## config.mk

```make
export PLATFORM = sky130hd
export DESIGN_NAME = pipe_ctrl_chain_flat
export DESIGN_NICKNAME = d
export VERILOG_FILES = /design/src/rtl/pipe_ctrl_chain_if.sv /design/src/rtl/pipe_ctrl_chain.sv /design/src/flat_wrapper.sv
export SDC_FILE = /design/constraint.sdc
export NUM_CORES = 1
export LEC_CHECK = 0
export BUFFER_PORTS_ARGS = -buffer_cell sky130_fd_sc_hd__buf_2
export CORE_AREA = 3 3 159 161
export CTS_CLUSTER_DIAMETER = 30
export DETAILED_ROUTE_END_ITERATION = 16
export DIE_AREA = 0 0 162 164
export GPL_TIMING_DRIVEN = 0
export SETUP_SLACK_MARGIN = 0.02
export SLEW_MARGIN = 20
export SYNTH_ARGS = -nofsm -noshare
export SYNTH_HDL_FRONTEND = slang
export SYNTH_SLANG_ARGS = --single-unit
```

## constraint.sdc

```tcl
create_clock -name clk -period 3.38 [get_ports clk]
set_input_delay 0.507 -clock clk [delete_from_list [all_inputs] [get_ports clk]]
set_output_delay 0.507 -clock clk [all_outputs]
set_load 0.01 [all_outputs]
```

## src/rtl/pipe_ctrl_chain_if.sv

```systemverilog
// Handshake and bus bundle between the stage datapath logic and the pipeline register chain.
// The chain itself takes the slave view; whoever drives stage inputs takes the master view.
interface pipe_ctrl_chain_if #(
    parameter int unsigned NSTAGE = 5,
    parameter int unsigned WIDTH  = 32,
    parameter int unsigned CNT_W  = 32
);
    logic                    in_valid;
    logic [WIDTH-1:0]        in_bus;
    logic                    in_ready;
    logic [NSTAGE-1:0]       stage_ready_go;
    logic [NSTAGE*WIDTH-1:0] stage_nxt_bus;
    logic [NSTAGE-1:0]       flush_req;
    logic [NSTAGE-1:0]       stage_valid;
    logic [NSTAGE*WIDTH-1:0] stage_bus;
    logic [NSTAGE-1:0]       stage_allow_in;
    logic                    out_valid;
    logic                    out_ready;
    logic [CNT_W-1:0]        retire_cnt;

    modport master (
        output in_valid, in_bus, stage_ready_go, stage_nxt_bus, flush_req, out_ready,
        input  in_ready, stage_valid, stage_bus, stage_allow_in, out_valid, retire_cnt
    );

    modport slave (
        input  in_valid, in_bus, stage_ready_go, stage_nxt_bus, flush_req, out_ready,
        output in_ready, stage_valid, stage_bus, stage_allow_in, out_valid, retire_cnt
    );
endinterface

```

## src/rtl/pipe_ctrl_chain.sv

```systemverilog
// N-stage pipeline register chain: valid/allow_in handshake, younger-stage flush,
// output sink handshake and a wrapping retire counter.
module pipe_ctrl_chain #(
    parameter int unsigned NSTAGE = 5,
    parameter int unsigned WIDTH  = 32,
    parameter int unsigned CNT_W  = 32
) (
    input logic              clk,
    input logic              reset,
    pipe_ctrl_chain_if.slave bus_if
);
    logic [NSTAGE-1:0]       valid_q, valid_d;
    logic [NSTAGE*WIDTH-1:0] bus_q, bus_d;
    logic [CNT_W-1:0]        cnt_q, cnt_d;
    logic [NSTAGE-1:0]       allow_in;
    logic [NSTAGE-1:0]       kill;
    logic                    kill_in;
    logic                    out_valid;
    logic                    retire;

    // Both chains resolve from the oldest stage back towards the input.
    always_comb begin
        allow_in = '0;
        kill     = '0;
        allow_in[NSTAGE-1] = ~valid_q[NSTAGE-1]
                           | (bus_if.stage_ready_go[NSTAGE-1] & bus_if.out_ready);
        for (int k = NSTAGE - 2; k >= 0; k--) begin
            allow_in[k] = ~valid_q[k] | (bus_if.stage_ready_go[k] & allow_in[k+1]);
            kill[k]     = kill[k+1] | bus_if.flush_req[k+1];
        end
        kill_in = |bus_if.flush_req;
    end

    always_comb begin
        valid_d = valid_q;
        bus_d   = bus_q;
        if (allow_in[0]) begin
            valid_d[0]       = bus_if.in_valid & ~kill_in;
            bus_d[WIDTH-1:0] = bus_if.in_bus;
        end else begin
            valid_d[0] = valid_q[0] & ~kill[0];
        end
        for (int k = 1; k < NSTAGE; k++) begin
            if (allow_in[k]) begin
                valid_d[k] = valid_q[k-1] & bus_if.stage_ready_go[k-1] & ~kill[k-1];
                bus_d[k*WIDTH +: WIDTH] = bus_if.stage_nxt_bus[(k-1)*WIDTH +: WIDTH];
            end else begin
                valid_d[k] = valid_q[k] & ~kill[k];
            end
        end
    end

    assign out_valid = valid_q[NSTAGE-1] & bus_if.stage_ready_go[NSTAGE-1];
    assign retire    = out_valid & bus_if.out_ready;

    always_comb begin
        cnt_d = cnt_q;
        if (retire) begin
            cnt_d = cnt_q + CNT_W'(1);
        end
    end

    always_ff @(posedge clk) begin
        if (reset) begin
            valid_q <= '0;
            bus_q   <= '0;
            cnt_q   <= '0;
        end else begin
            valid_q <= valid_d;
            bus_q   <= bus_d;
            cnt_q   <= cnt_d;
        end
    end

    assign bus_if.in_ready       = allow_in[0];
    assign bus_if.stage_valid    = valid_q;
    assign bus_if.stage_bus      = bus_q;
    assign bus_if.stage_allow_in = allow_in;
    assign bus_if.out_valid      = out_valid;
    assign bus_if.retire_cnt     = cnt_q;
endmodule

```

## src/flat_wrapper.sv

```systemverilog
// flat-port wrapper written by rule: the top's interface ports become plain ports
module pipe_ctrl_chain_flat 
#(
    parameter int unsigned NSTAGE = 5,
    parameter int unsigned WIDTH  = 32,
    parameter int unsigned CNT_W  = 32
)
  (clk, reset, bus_if_in_valid, bus_if_in_bus, bus_if_stage_ready_go, bus_if_stage_nxt_bus, bus_if_flush_req, bus_if_out_ready, bus_if_in_ready, bus_if_stage_valid, bus_if_stage_bus, bus_if_stage_allow_in, bus_if_out_valid, bus_if_retire_cnt);
  pipe_ctrl_chain_if #(.NSTAGE(NSTAGE), .WIDTH(WIDTH), .CNT_W(CNT_W)) bus_if_i ();
  input logic clk;
  input logic reset;
  input wire logic [$bits(bus_if_i.in_valid)-1:0] bus_if_in_valid;
  input wire logic [$bits(bus_if_i.in_bus)-1:0] bus_if_in_bus;
  input wire logic [$bits(bus_if_i.stage_ready_go)-1:0] bus_if_stage_ready_go;
  input wire logic [$bits(bus_if_i.stage_nxt_bus)-1:0] bus_if_stage_nxt_bus;
  input wire logic [$bits(bus_if_i.flush_req)-1:0] bus_if_flush_req;
  input wire logic [$bits(bus_if_i.out_ready)-1:0] bus_if_out_ready;
  output wire logic [$bits(bus_if_i.in_ready)-1:0] bus_if_in_ready;
  output wire logic [$bits(bus_if_i.stage_valid)-1:0] bus_if_stage_valid;
  output wire logic [$bits(bus_if_i.stage_bus)-1:0] bus_if_stage_bus;
  output wire logic [$bits(bus_if_i.stage_allow_in)-1:0] bus_if_stage_allow_in;
  output wire logic [$bits(bus_if_i.out_valid)-1:0] bus_if_out_valid;
  output wire logic [$bits(bus_if_i.retire_cnt)-1:0] bus_if_retire_cnt;
  assign bus_if_i.in_valid = bus_if_in_valid;
  assign bus_if_i.in_bus = bus_if_in_bus;
  assign bus_if_i.stage_ready_go = bus_if_stage_ready_go;
  assign bus_if_i.stage_nxt_bus = bus_if_stage_nxt_bus;
  assign bus_if_i.flush_req = bus_if_flush_req;
  assign bus_if_i.out_ready = bus_if_out_ready;
  assign bus_if_in_ready = bus_if_i.in_ready;
  assign bus_if_stage_valid = bus_if_i.stage_valid;
  assign bus_if_stage_bus = bus_if_i.stage_bus;
  assign bus_if_stage_allow_in = bus_if_i.stage_allow_in;
  assign bus_if_out_valid = bus_if_i.out_valid;
  assign bus_if_retire_cnt = bus_if_i.retire_cnt;
  pipe_ctrl_chain #(.NSTAGE(NSTAGE), .WIDTH(WIDTH), .CNT_W(CNT_W)) u_core (.clk(clk), .reset(reset), .bus_if(bus_if_i));
endmodule
```

Word-level counts from Yosys, hierarchy flattened

Cells that the tools add are included.

Register bits after elaboration: 197
Bits of input ports: 206
Output and inout bits: 204
Word-level logic and storage cells: 52

Add/subtract/negate cells: 1
Multiplexer cells: 4
Bitwise operators: 38
Reduce and logical (&&, ||, !) cells: 1

Operators with widths:

| operator              | number |
|---|---|
| $add 32x1->32 const B | 1 |
| $and 1x1->1           | 20 |
| $not 1->1             | 10 |
| $or 1x1->1            | 8 |
| $reduce_or 5->1       | 1 |
| $mux 1                | 4 |

Depth between registers and ports, before layout

Gate-level depths: netlist of run 1.

Depth in word-level cells: 11
Mapped depth: 9
Mapped depth without buffers: 7

Worst setup path before layout of run 1

Ideal clock, no wire load.

Path type: input to output
Start point: in bus_if_stage_ready_go[4]
End point: out bus_if_stage_allow_in[0]
Arrival: 1612 ps
Required time: 2873 ps
Slack: 1261 ps
Cell stages on the path: 6
Path buffers: 3
Path through: and2_1 o221ai_1 a41oi_1 buf_2 buf_2 buf_4

Cells in the longest elaborated chain, start to end: 10

Ends and longest elaborated chain:

| item        | RTL line              | text |
|---|---|---|
| from (decl) | flat_wrapper.sv:14    | `input wire logic [$bits(bus_if_i.stage_ready_go)-1:0] bus_if_stage_ready_go;` |
| $and 1x1->1 | pipe_ctrl_chain.sv:26 | `\| (bus_if.stage_ready_go[NSTAGE-1] & bus_if.out_ready);` |
| $or 1x1->1  | pipe_ctrl_chain.sv:26 |  |
| $and 1x1->1 | pipe_ctrl_chain.sv:28 | `allow_in[k] = ~valid_q[k] \| (bus_if.stage_ready_go[k] & allow_in[k+1]);` |
| $or 1x1->1  | pipe_ctrl_chain.sv:28 |  |
| $and 1x1->1 | pipe_ctrl_chain.sv:28 |  |
| $or 1x1->1  | pipe_ctrl_chain.sv:28 |  |
| $and 1x1->1 | pipe_ctrl_chain.sv:28 |  |
| $or 1x1->1  | pipe_ctrl_chain.sv:28 |  |
| $and 1x1->1 | pipe_ctrl_chain.sv:28 |  |
| $or 1x1->1  | pipe_ctrl_chain.sv:28 |  |
| to (decl)   | flat_wrapper.sv:21    | `output wire logic [$bits(bus_if_i.stage_allow_in)-1:0] bus_if_stage_allow_in;` |

No other way between the ends.

Final worst setup path of run 1

Start point: reg u_core.valid_q[4], in the netlist u_core.bus_if.stage_valid[4]
End point: out bus_if_stage_allow_in[3]

Cells in the longest elaborated chain, start to end: 4

Ends and longest elaborated chain:

| item                   | RTL line              | text |
|---|---|---|
| from (decl)            | pipe_ctrl_chain.sv:12 | `logic [NSTAGE-1:0] valid_q, valid_d;` |
| from (signal assigned) | pipe_ctrl_chain.sv:69 | `valid_q <= valid_d;` |
| $not 1->1              | pipe_ctrl_chain.sv:25 | `allow_in[NSTAGE-1] = ~valid_q[NSTAGE-1]` |
| $or 1x1->1             | pipe_ctrl_chain.sv:26 |  |
| $and 1x1->1            | pipe_ctrl_chain.sv:28 |  |
| $or 1x1->1             | pipe_ctrl_chain.sv:28 |  |

No other way between the ends.

==> impl_metrics.env, run 1 <==
export IMPL_crit_type="flip-flop to primary output"
export IMPL_ios=410
export IMPL_core_area_sq_um=24100
export IMPL_seq_area_frac_synth_pct=52.6
export IMPL_min_period_ns=2.84
export IMPL_internal_power_uw=3690
export IMPL_synth_commonest_cells="nand2_1 (202), dfxtp_1 (197), a21oi_1 (102)"
export IMPL_synthMuxAreaShare_pct=8.82
export IMPL_yosys_cell_types_count=39
export IMPL_cts_resized=0
export IMPL_cp_slowest_stage_delay_ns=0.42
export IMPL_worst_path_max_delay_cell="dfxtp_1"
export IMPL_h_tree_depth=4
export IMPL_wl_per_cell_um=15.2
export IMPL_net_switching_power_uw=1280
export IMPL_grt_pass1_vias=6777
export IMPL_final_util_pct=43.1
export IMPL_yosysMostFrequentCell="nand2_1"
export IMPL_numCtsBuffers=17
export IMPL_critPathLaunchType="flip-flop"
export IMPL_synth_top_family_by_area="simple AND/OR/NAND/NOR gates"
export IMPL_start_util_pct=31.1
export IMPL_netlist_instances=858
export IMPL_cp_required_ns=2.87
export IMPL_cts_hold_buf=0
export IMPL_tightest_slew_ns=0.700
export IMPL_max_cap_viol_count=0
export IMPL_seq_power_share_pct=49.8
export IMPL_cp_max_fo=10
export IMPL_swShare_pct=25.7
export IMPL_synth_adder_area_share_pct=0.167
export IMPL_hold_class="input pin to flip-flop"
export IMPL_worstPathArrival_ns=2.33
export IMPL_max_slew_margin_pct=53.3
export IMPL_grt_max_degree=20
export IMPL_ys_ff_latch=197
export IMPL_io_buffers=376
export IMPL_worstSetupEndpointType="primary output"
export IMPL_syn_num_nets=1065
export IMPL_min_period_over_period_pct=84.1
export IMPL_areaGrowthSynthToFinish_pct=38.5
export IMPL_maxSlewViolCount=0
export IMPL_dieArea_sq_um=26600
export IMPL_synth_simple_area_share_pct=23.7
export IMPL_layout_drive_gt1_share_pct=33.9
export IMPL_worst_clock_skew_ns=0.0128
export IMPL_yosysTopAreaCell="dfxtp_1"
export IMPL_synth_compound_area_share_pct=7.99
export IMPL_hpwl_um=18900
export IMPL_track_usage_pct=17.2
export IMPL_power_density_nw_per_um2=478
export IMPL_r2r_setup_slack_ns=1.25
export IMPL_timing_hold_ws_ns=0.247
export IMPL_synth_edff_count=0
export IMPL_drtIter0Drc=345
export IMPL_path_cells="nor2b_1, clkbuf_1, inv_2, a21oi_2, inv_2, clkbuf_1, buf_2"
export IMPL_cts_buffer_depth=2
export IMPL_synthFlopType="dfxtp_1"
export IMPL_finish_instance_area_sq_um=10400
export IMPL_seq_area_sq_um=3940
export IMPL_cts_root_buf="clkbuf_16"
export IMPL_timing_setup_tns_ns=0
export IMPL_dpl_cell_area_sq_um=9790
export IMPL_cellLeakagePower_uw=0.00512
export IMPL_syn_area_sq_um=7500
export IMPL_fillers=2553
export IMPL_cts_tree="done"
export IMPL_antenna_left=0
export IMPL_die_y_um=164
export IMPL_p_total_uw=4970
export IMPL_vdd_drop_max_uv=301
export IMPL_drt_pass1_iter_count=4
export IMPL_setup_violations=0
export IMPL_outcome="completed"
export IMPL_power_share_clock_pct=41.4
export IMPL_antenna_found_initial=2
export IMPL_drc=0
export IMPL_fp_dieW_um=162
export IMPL_fp_row_count=57
export IMPL_synth_warnings=0
export IMPL_nets=1460
export IMPL_viasPerCell=4.44
export IMPL_grt_overflow=0
export IMPL_report_final_hold_viol_count=0
export IMPL_insertion_delay_ns=0.42
export IMPL_synth_top_area_share_pct=52.6
export IMPL_multi_input_area_sq_um=3280
export IMPL_synthXorXnorAreaFrac_pct=3.04
export IMPL_rsz0062_at_grt="false"
export IMPL_fmax_mhz=352
export IMPL_cts_sinks=197
export IMPL_vias=7063
export IMPL_postCtsSetupRepairBufs=0
export IMPL_clk_pin_slew_ns=0.08
export IMPL_syn_avg_cell_area_sq_um=8.74
export IMPL_netlist_top_cells_area="dfxtp_1 (53%), nand2_1 (10%), mux2i_1 (8.7%)"
export IMPL_async_flop_share_pct=0
export IMPL_grt_pass1_wl_um=36300
export IMPL_wirelength_um=24200
export IMPL_routabilityCongestion=0.803
export IMPL_p_comb_share_pct=8.9
power by group through the flow:
stage	clock network, uW	logic, uW	registers (uW)
2_1_floorplan	0	137	2570
3_3_place_gp	0	443	2520
3_5_place_dp	0	447	2530
4_1_cts	2120	448	2470
5_1_grt	2210	487	2490
6_report	2060	441	2470
registers in the layout, summed over array words and instances, names as in the netlist:
name / cells
u_core.bus_if.retire_cnt: 32
u_core.bus_if.stage_bus: 160
u_core.bus_if.stage_valid: 5
metal layers:
metal	GRT usage, %	wire (um)	up-vias
li1	-	-	3604
met1	20.3	10000	3157
met2	30.0	11600	268
met3	5.65	2100	32
met4	4.34	470	2
met5	0	12	-
path summary, 6_finish.rpt:
path,from,endpoint,cells past startpoint
setup / recovery,u_core.bus_if.stage_valid[4],bus_if_stage_allow_in[3],7
hold / removal,bus_if_flush_req[1],u_core.bus_if.stage_valid[0],2
setup reg to reg,u_core.bus_if.stage_valid[4],u_core.bus_if.stage_bus[102],8
hold reg to reg,u_core.bus_if.stage_bus[85],u_core.bus_if.stage_bus[85],2
final cells by class:
class / count / share of cell area, %
well taps: 324 / 3.90
plain buffers: 59 / 2.42
diodes: 2 / 0.0482
multi-input cells: 594 / 31.5
clock buffers: 18 / 4.13
clock inverters: 14 / 1.64
inverters: 8 / 0.289
repair buffers: 376 / 18.1
flip-flops and latches: 197 / 37.9
worst max-delay path, delay by kind of cell, from the launching register on:
| kind | cells | cell delay [ns] |
|---|---|---|
| buf+inv | 5 | 0.97 |
| simple gates | 1 | 0.15 |
| flops | 1 | 0.42 |
| compound gates | 1 | 0.35 |
stage by stage:
step | std cells | worst slack, ns
after detailed placement | 1558 | 0.580
final | 1592 | 0.538
after floorplan | 858 | 1.26
after global routing | 1591 | 0.294
after CTS | 1590 | 0.454
after global placement | 1558 | 0.577
cells in the final DEF (no fill, tap or decap), types with 5 or more instances in the layout:
master     instances
buf_4              5
nand3_1           11
nor2_1            65
clkbuf_16         17
buf_2            385
inv_1              5
nand2b_1          66
a21oi_1          102
dfxtp_1          197
mux2i_1           65
inv_6              6
xor2_1            23
nand4_1           15
nand2_1          202
and3_1             5
clkbuf_1          46
logic make-up after synthesis:
kind of cell | count (synthesis)
DFF | 197
AOI/OAI and AO/OA | 114
muxes | 66
xor gates and xnor gates | 26
adders and majority gates | 1
and+or+nand+nor | 387
buffers and inverters | 67
(Power assumes the default switching activity.)
==> run 2: changes to the inputs <==
Settings changed: ABC_AREA set to 1, CORE_AREA 3 3 159 161 to 3 3 158 160, DIE_AREA 0 0 162 164 to 0 0 161 163.
Clock period 3.38 ns to 2.5 ns, I/O delays scaled along.
==> run 2 against run 1 <==
  * Cell count up 17%
  * Non-clock buffer count rose by 7
  * Combinational power is 54% higher
  * Die area decreased by 1.2%
  * Global-route usage is 4.2 points higher
  * Via count grew 21%
  * Area after synthesis is 7.7% higher
  * Critical path type unchanged
  * Largest power group unchanged
  * Highest routed layer unchanged
==> impl_metrics.env, run 2 <==
export IMPL_start_util_pct=34.3
export IMPL_wl_per_cell_um=15.6
export IMPL_crit_start="u_core.bus_if.stage_valid[4]"
export IMPL_grt_pass1_vias=8248
export IMPL_maxSlewViolCount=0
export IMPL_layout_drive_gt1_share_pct=29.9
export IMPL_synth_top_area_share_pct=48.8
export IMPL_cts_buffer_depth=2
export IMPL_report_final_hold_viol_count=0
export IMPL_internal_power_uw=5010
export IMPL_worstSetupEndpointType="primary output"
export IMPL_viasPerCell=4.60
export IMPL_areaGrowthSynthToFinish_pct=35.9
export IMPL_synthFlopType="dfxtp_1"
export IMPL_drc=0
export IMPL_max_slew_margin_pct=49.9
export IMPL_cp_max_fo=10
export IMPL_r2r_setup_slack_ns=0.56
export IMPL_final_util_pct=46.6
export IMPL_timing_hold_ws_ns=0.161
export IMPL_fp_dieW_um=161
export IMPL_r2r_start="u_core.bus_if.retire_cnt[0]"
export IMPL_swShare_pct=26.2
export IMPL_insertion_delay_ns=0.43
export IMPL_drt_pass1_iter_count=5
export IMPL_track_usage_pct=21.3
export IMPL_cts_tree="done"
export IMPL_cellLeakagePower_uw=0.00525
export IMPL_cts_hold_buf=0
export IMPL_wirelength_um=29000
export IMPL_io_buffers=376
export IMPL_syn_avg_cell_area_sq_um=7.12
export IMPL_numCtsBuffers=17
export IMPL_grt_max_degree=19
export IMPL_power_density_nw_per_um2=618
export IMPL_path_delay_family="simple AND/OR/NAND/NOR gates"
export IMPL_worst_path_max_delay_cell="dfxtp_4"
export IMPL_r2r_end="u_core.bus_if.retire_cnt[18]"
export IMPL_routabilityCongestion=0.890
export IMPL_grt_overflow=0
export IMPL_max_cap_viol_count=0
export IMPL_seq_power_share_pct=49.2
export IMPL_nets=1739
export IMPL_vias=8580
export IMPL_synth_warnings=0
export IMPL_hold_class="input pin to flip-flop"
export IMPL_core_area_sq_um=23500
export IMPL_vdd_drop_max_uv=360
export IMPL_final_common_cell="buf_2"
export IMPL_cp_num_cells=9
export IMPL_antenna_left=0
export IMPL_cts_root_buf="clkbuf_16"
export IMPL_synth_edff_count=0
export IMPL_yosysMostFrequentCell="nor2_1"
export IMPL_timing_setup_tns_ns=0
export IMPL_syn_num_nets=1342
export IMPL_synth_commonest_cells="nor2_1 (340), dfxtp_1 (197), nand2_1 (161)"
export IMPL_antenna_found_initial=3
export IMPL_net_switching_power_uw=1780
export IMPL_yosys_cell_types_count=25
export IMPL_path_cells="nand2_4, nand2_2, nand2_4, nand2_2, nand2_4, nand2_4, nand2_4, buf_2, buf_2"
export IMPL_largest_reg_flops=160
export IMPL_worstPathArrival_ns=1.94
export IMPL_netlist_top_cells_area="dfxtp_1 (49%), nor2_1 (16%), o21ai_0 (8.5%)"
export IMPL_clk_pin_slew_ns=0.08
export IMPL_timing_critical_path_buf_inv=2
export IMPL_cts_sinks=197
export IMPL_power_share_clock_pct=40.8
export IMPL_critPathLaunchType="flip-flop"
export IMPL_fmax_mhz=432
export IMPL_min_period_ns=2.31
export IMPL_hpwl_um=22500
export IMPL_syn_area_sq_um=8080
export IMPL_setup_violations=0
export IMPL_crit_type="flip-flop to primary output"
export IMPL_grt_pass1_wl_um=44500
export IMPL_ys_ff_latch=197
export IMPL_fp_row_count=56
export IMPL_p_total_uw=6780
export IMPL_path_common_cell="nand2_4"
export IMPL_cp_slowest_stage_delay_ns=0.37
export IMPL_rsz0062_at_grt="false"
export IMPL_outcome="completed"
export IMPL_ff2ff_path_depth=10
export IMPL_yosysTopAreaCell="dfxtp_1"
export IMPL_drtIter0Drc=414
export IMPL_p_comb_share_pct=10.0
export IMPL_async_flop_share_pct=0
export IMPL_ios=410
export IMPL_die_y_um=163
export IMPL_seq_area_frac_synth_pct=48.8
export IMPL_dieArea_sq_um=26200
export IMPL_tightest_slew_ns=0.751
export IMPL_min_period_over_period_pct=92.6
export IMPL_netlist_instances=1135
export IMPL_h_tree_depth=4
export IMPL_crit_end="bus_if_stage_allow_in[1]"
export IMPL_worst_clock_skew_ns=0.0163
export IMPL_final_cell_mix="buf_2 (386), nor2_1 (340), dfxtp_1 (196)"
export IMPL_cp_required_ns=2.12
==> run 2: changes by cell type in the layout (fill, tap and decap cells not counted), moves of 6 or more <==
| cell | before | now |
|---|---|---|
| mux2i_1 | 65 | 0 |
| buf_6 | 0 | 6 |
| nor3_1 | 1 | 14 |
| inv_1 | 5 | 81 |
| a21oi_1 | 102 | 62 |
| nand3_2 | 1 | 20 |
| nand2_1 | 202 | 160 |
| o21ai_0 | 2 | 138 |
| nand4_1 | 15 | 8 |
| nand2b_1 | 66 | 0 |
| nor2_1 | 65 | 340 |
| nand3_1 | 11 | 26 |
| xor2_1 | 23 | 1 |
==> run 2: per-layer routing <==
layer | up-vias | global-route usage (%) | part of all wire, % | routed length, um
met5 | - | 0 | 0.093 | 27
met4 | 4 | 5.67 | 1.5 | 438
met3 | 32 | 6.18 | 7.1 | 2060
met2 | 307 | 37.3 | 49 | 14100
met1 | 3841 | 25.8 | 43 | 12400
li1 | 4396 | - | - | -
==> run 2: kinds of logic (layout without fill, tap and decap cells) <==
kind of cell	Yosys count	after routing	share of synthesized area, %
AND/OR/NAND/NOR	588	588	30.8
AO/OA/AOI/OAI	202	202	12.6
flip-flops	197	197	48.8
buffers and inverters	146	555	7.56
adder cells (fa/ha/maj)	1	1	0.155
XOR/XNOR	1	1	0.108
other	0	1	0
==> run 2: worst reg2reg max path, delay by kind of cell, from the launching register on <==
kind          cells  cell delay, ns
fa+ha+maj         1            0.24
buf+inv           1            0.08
flops             1            0.41
simple gates      8            1.07
==> run 2: layout make-up <==
| cell class | count | area [sq um] |
|---|---|---|
| clock buffers | 18 | 439 |
| plain buffers | 63 | 299 |
| multi-input cells | 792 | 3540 |
| repair buffers | 379 | 1900 |
| inverters | 82 | 308 |
| flip-flops and latches | 197 | 3950 |
| fillers | 2528 | 12600 |
| well taps | 319 | 399 |
| diodes | 1 | 2.50 |
| clock inverters | 13 | 136 |
==> run 2: repair_timing <==
item	4_1_cts	5_1_grt
endpoints found under the setup margin	2	1
resized for setup	3	3
hold endpoints to repair	0	0
setup buffers	0	3
pin swaps	0	1
==> run 2: how the worst min path moves through the flow <==
| stage | startpoint | endpoint | slack (ns) | cells past startpoint |
|---|---|---|---|---|
| floorplan | bus_if_in_bus[0] | u_core.bus_if.stage_bus[0] | 0.51 | 2 |
| global placement | u_core.bus_if.retire_cnt[31] | u_core.bus_if.retire_cnt[31] | 0.48 | 2 |
| detailed placement | u_core.bus_if.retire_cnt[4] | u_core.bus_if.retire_cnt[4] | 0.49 | 2 |
| CTS | bus_if_in_bus[18] | u_core.bus_if.stage_bus[18] | 0.14 | 3 |
| global route | bus_if_stage_nxt_bus[126] | u_core.bus_if.stage_bus[158] | 0.14 | 3 |
| finish | bus_if_stage_nxt_bus[0] | u_core.bus_if.stage_bus[32] | 0.16 | 3 |
==> run 2: stage by stage <==
step	setup slack, ns	instance area (sq um)	instances
3_5_place_dp	0.158	10400	1830
3_3_place_gp	0.168	10400	1830
5_1_grt	0.0385	11000	1864
6_report	0.186	11000	1864
2_1_floorplan	0.612	8080	1135
4_1_cts	0.0781	10900	1860
==> run 2: power groups by stage <==
stage / logic [uW] / clock network [uW] / registers [uW]
2_1_floorplan: 248 / 0 / 3480
6_report: 679 / 2770 / 3340
3_5_place_dp: 685 / 0 / 3410
5_1_grt: 761 / 2940 / 3360
4_1_cts: 688 / 2830 / 3340
3_3_place_gp: 680 / 0 / 3410
==> run 3: changes to the inputs <==
==> constraint.sdc (replaced) <==
create_clock -name clk -period 2.5 [get_ports clk]
set_input_delay 0.375 -clock clk [delete_from_list [all_inputs] [get_ports clk]]
set_output_delay 0.375 -clock clk [all_outputs]
set_load 0.05 [all_outputs]
==> run 3 against run 2 <==
  * Worst hold slack worse by 0.012 ns
  * Die area unchanged
  * Flip-flop and latch count unchanged
==> impl_metrics.env, run 3 (same netlist as run 2, synthesis figures left out) <==
export IMPL_cts_root_buf="clkbuf_16"
export IMPL_path_common_cell="nand2_4"
export IMPL_clk_pin_slew_ns=0.09
export IMPL_antenna_left=0
export IMPL_timing_hold_ws_ns=0.150
export IMPL_vias=8554
export IMPL_timing_setup_tns_ns=0
export IMPL_worstSetupEndpointType="primary output"
export IMPL_cts_sinks=197
export IMPL_track_usage_pct=21.2
export IMPL_die_y_um=163
export IMPL_wirelength_um=28500
export IMPL_core_area_sq_um=23500
export IMPL_tightest_slew_ns=0.773
export IMPL_min_period_over_period_pct=94.2
export IMPL_drt_pass1_iter_count=5
export IMPL_start_util_pct=34.3
export IMPL_rsz0062_at_grt="false"
export IMPL_h_tree_depth=4
export IMPL_dieArea_sq_um=26200
export IMPL_antenna_found_initial=0
export IMPL_viasPerCell=4.59
export IMPL_ios=410
export IMPL_cp_required_ns=2.12
export IMPL_routabilityCongestion=0.909
export IMPL_hold_class="input pin to flip-flop"
export IMPL_io_buffers=376
export IMPL_final_util_pct=46.7
export IMPL_final_common_cell="buf_2"
export IMPL_numCtsBuffers=17
export IMPL_max_slew_margin_pct=48.5
export IMPL_outcome="completed"
export IMPL_cts_hold_buf=0
export IMPL_grt_max_degree=21
export IMPL_grt_pass1_vias=8397
export IMPL_critPathLaunchType="flip-flop"
export IMPL_wl_per_cell_um=15.3
export IMPL_nets=1737
export IMPL_largest_reg_flops=160
export IMPL_path_cells="nand2_4, nand2_2, nand2_4, nand2_2, nand2_4, nand2_4, nand2_4, nand2_4, nand2_2, buf_4, buf_4"
export IMPL_drc=0
export IMPL_fp_dieW_um=161
export IMPL_maxSlewViolCount=0
export IMPL_fp_row_count=56
export IMPL_areaGrowthSynthToFinish_pct=35.9
export IMPL_vdd_drop_max_uv=371
export IMPL_path_delay_family="simple AND/OR/NAND/NOR gates"
export IMPL_min_period_ns=2.35
export IMPL_cellLeakagePower_uw=0.00527
export IMPL_layoutNonFillerInstCount=1862
export IMPL_power_density_nw_per_um2=664
export IMPL_timing_critical_path_buf_inv=2
export IMPL_grt_pass1_wl_um=44200
export IMPL_cp_slowest_stage_delay_ns=0.38
export IMPL_insertion_delay_ns=0.44
export IMPL_cts_buffer_depth=2
export IMPL_dp_cells=1830
export IMPL_max_cap_viol_count=0
export IMPL_worst_path_max_delay_cell="dfxtp_2"
export IMPL_hpwl_um=22200
export IMPL_diodes=0
export IMPL_crit_type="flip-flop to primary output"
export IMPL_grt_overflow=0
export IMPL_worst_clock_skew_ns=0.0248
export IMPL_layout_drive_gt1_share_pct=29.9
export IMPL_final_cell_mix="buf_2 (384), nor2_1 (340), dfxtp_1 (196)"
export IMPL_cts_tree="done"
export IMPL_cp_max_fo=11
export IMPL_setup_violations=0
export IMPL_fillers=2511
export IMPL_report_final_hold_viol_count=0
export IMPL_drtIter0Drc=487
export IMPL_fmax_mhz=425
export IMPL_worstPathArrival_ns=1.98
## run 3: per-stage QoR
stage,worst slack (ns),instance area (sq um),total power (uW)
floorplan,0.0769,8080,4140
global placement,0.0746,10400,4510
detailed placement,0.0611,10400,4510
CTS,0.0251,11000,7380
global route,0.0246,11000,7570
finish,0.145,11000,7290
## run 3: timing repair
item,in CTS,in global routing
endpoints found under the setup margin,3,3
buffers inserted,0,1
pin swaps,0,0
gates resized for setup,5,1
## run 3: final timing paths
path	cells after the start	slack, ns	end	startpoint
worst max-delay path	11	0.15	bus_if_stage_allow_in[0]	u_core.bus_if.stage_valid[4]
worst min-delay path	3	0.15	u_core.bus_if.stage_bus[69]	bus_if_stage_nxt_bus[37]
worst max register to register	10	0.54	u_core.bus_if.retire_cnt[18]	u_core.bus_if.retire_cnt[0]
worst min register to register	2	0.50	u_core.bus_if.retire_cnt[4]	u_core.bus_if.retire_cnt[4]
## run 3: worst register-to-register path, stage by stage (launching register included)
cell	delay (ns)
dfxtp_1	0.42
ha_1	0.23
inv_1	0.08
nor2_2	0.20
nand2_1	0.15
nor2_1	0.22
nand2_1	0.13
nor2_2	0.17
nand3_1	0.09
nand2_1	0.09
nor2_1	0.04
## run 3: final cells by class
type	count	area, sq um	area share (%)
Clock buffer	18	429	3.91
Inverter	82	308	2.80
Sequential cell	197	3950	35.9
Tap cell	319	399	3.63
Multi-Input combinational cell	792	3530	32.2
Buffer	63	300	2.73
Timing Repair Buffer	377	1890	17.2
Clock inverter	14	174	1.58
## run 3: per-layer routing
| metal | track usage (%) | wire, um | vias to the layer above |
|---|---|---|---|
| met3 | 6.61 | 2190 | 42 |
| met2 | 37.1 | 13800 | 304 |
| met1 | 24.9 | 11800 | 3829 |
| li1 | - | - | 4379 |
| met5 | 0 | 0 | - |
| met4 | 6.80 | 636 | 0 |
## run 3: power by group
part	internal (uW)	leakage [uW]	switching [uW]
Clock	1450	0.000297	1400
Combinational	302	0.00334	795
Sequential	3280	0.00163	64.2
Total	5030	0.00527	2260
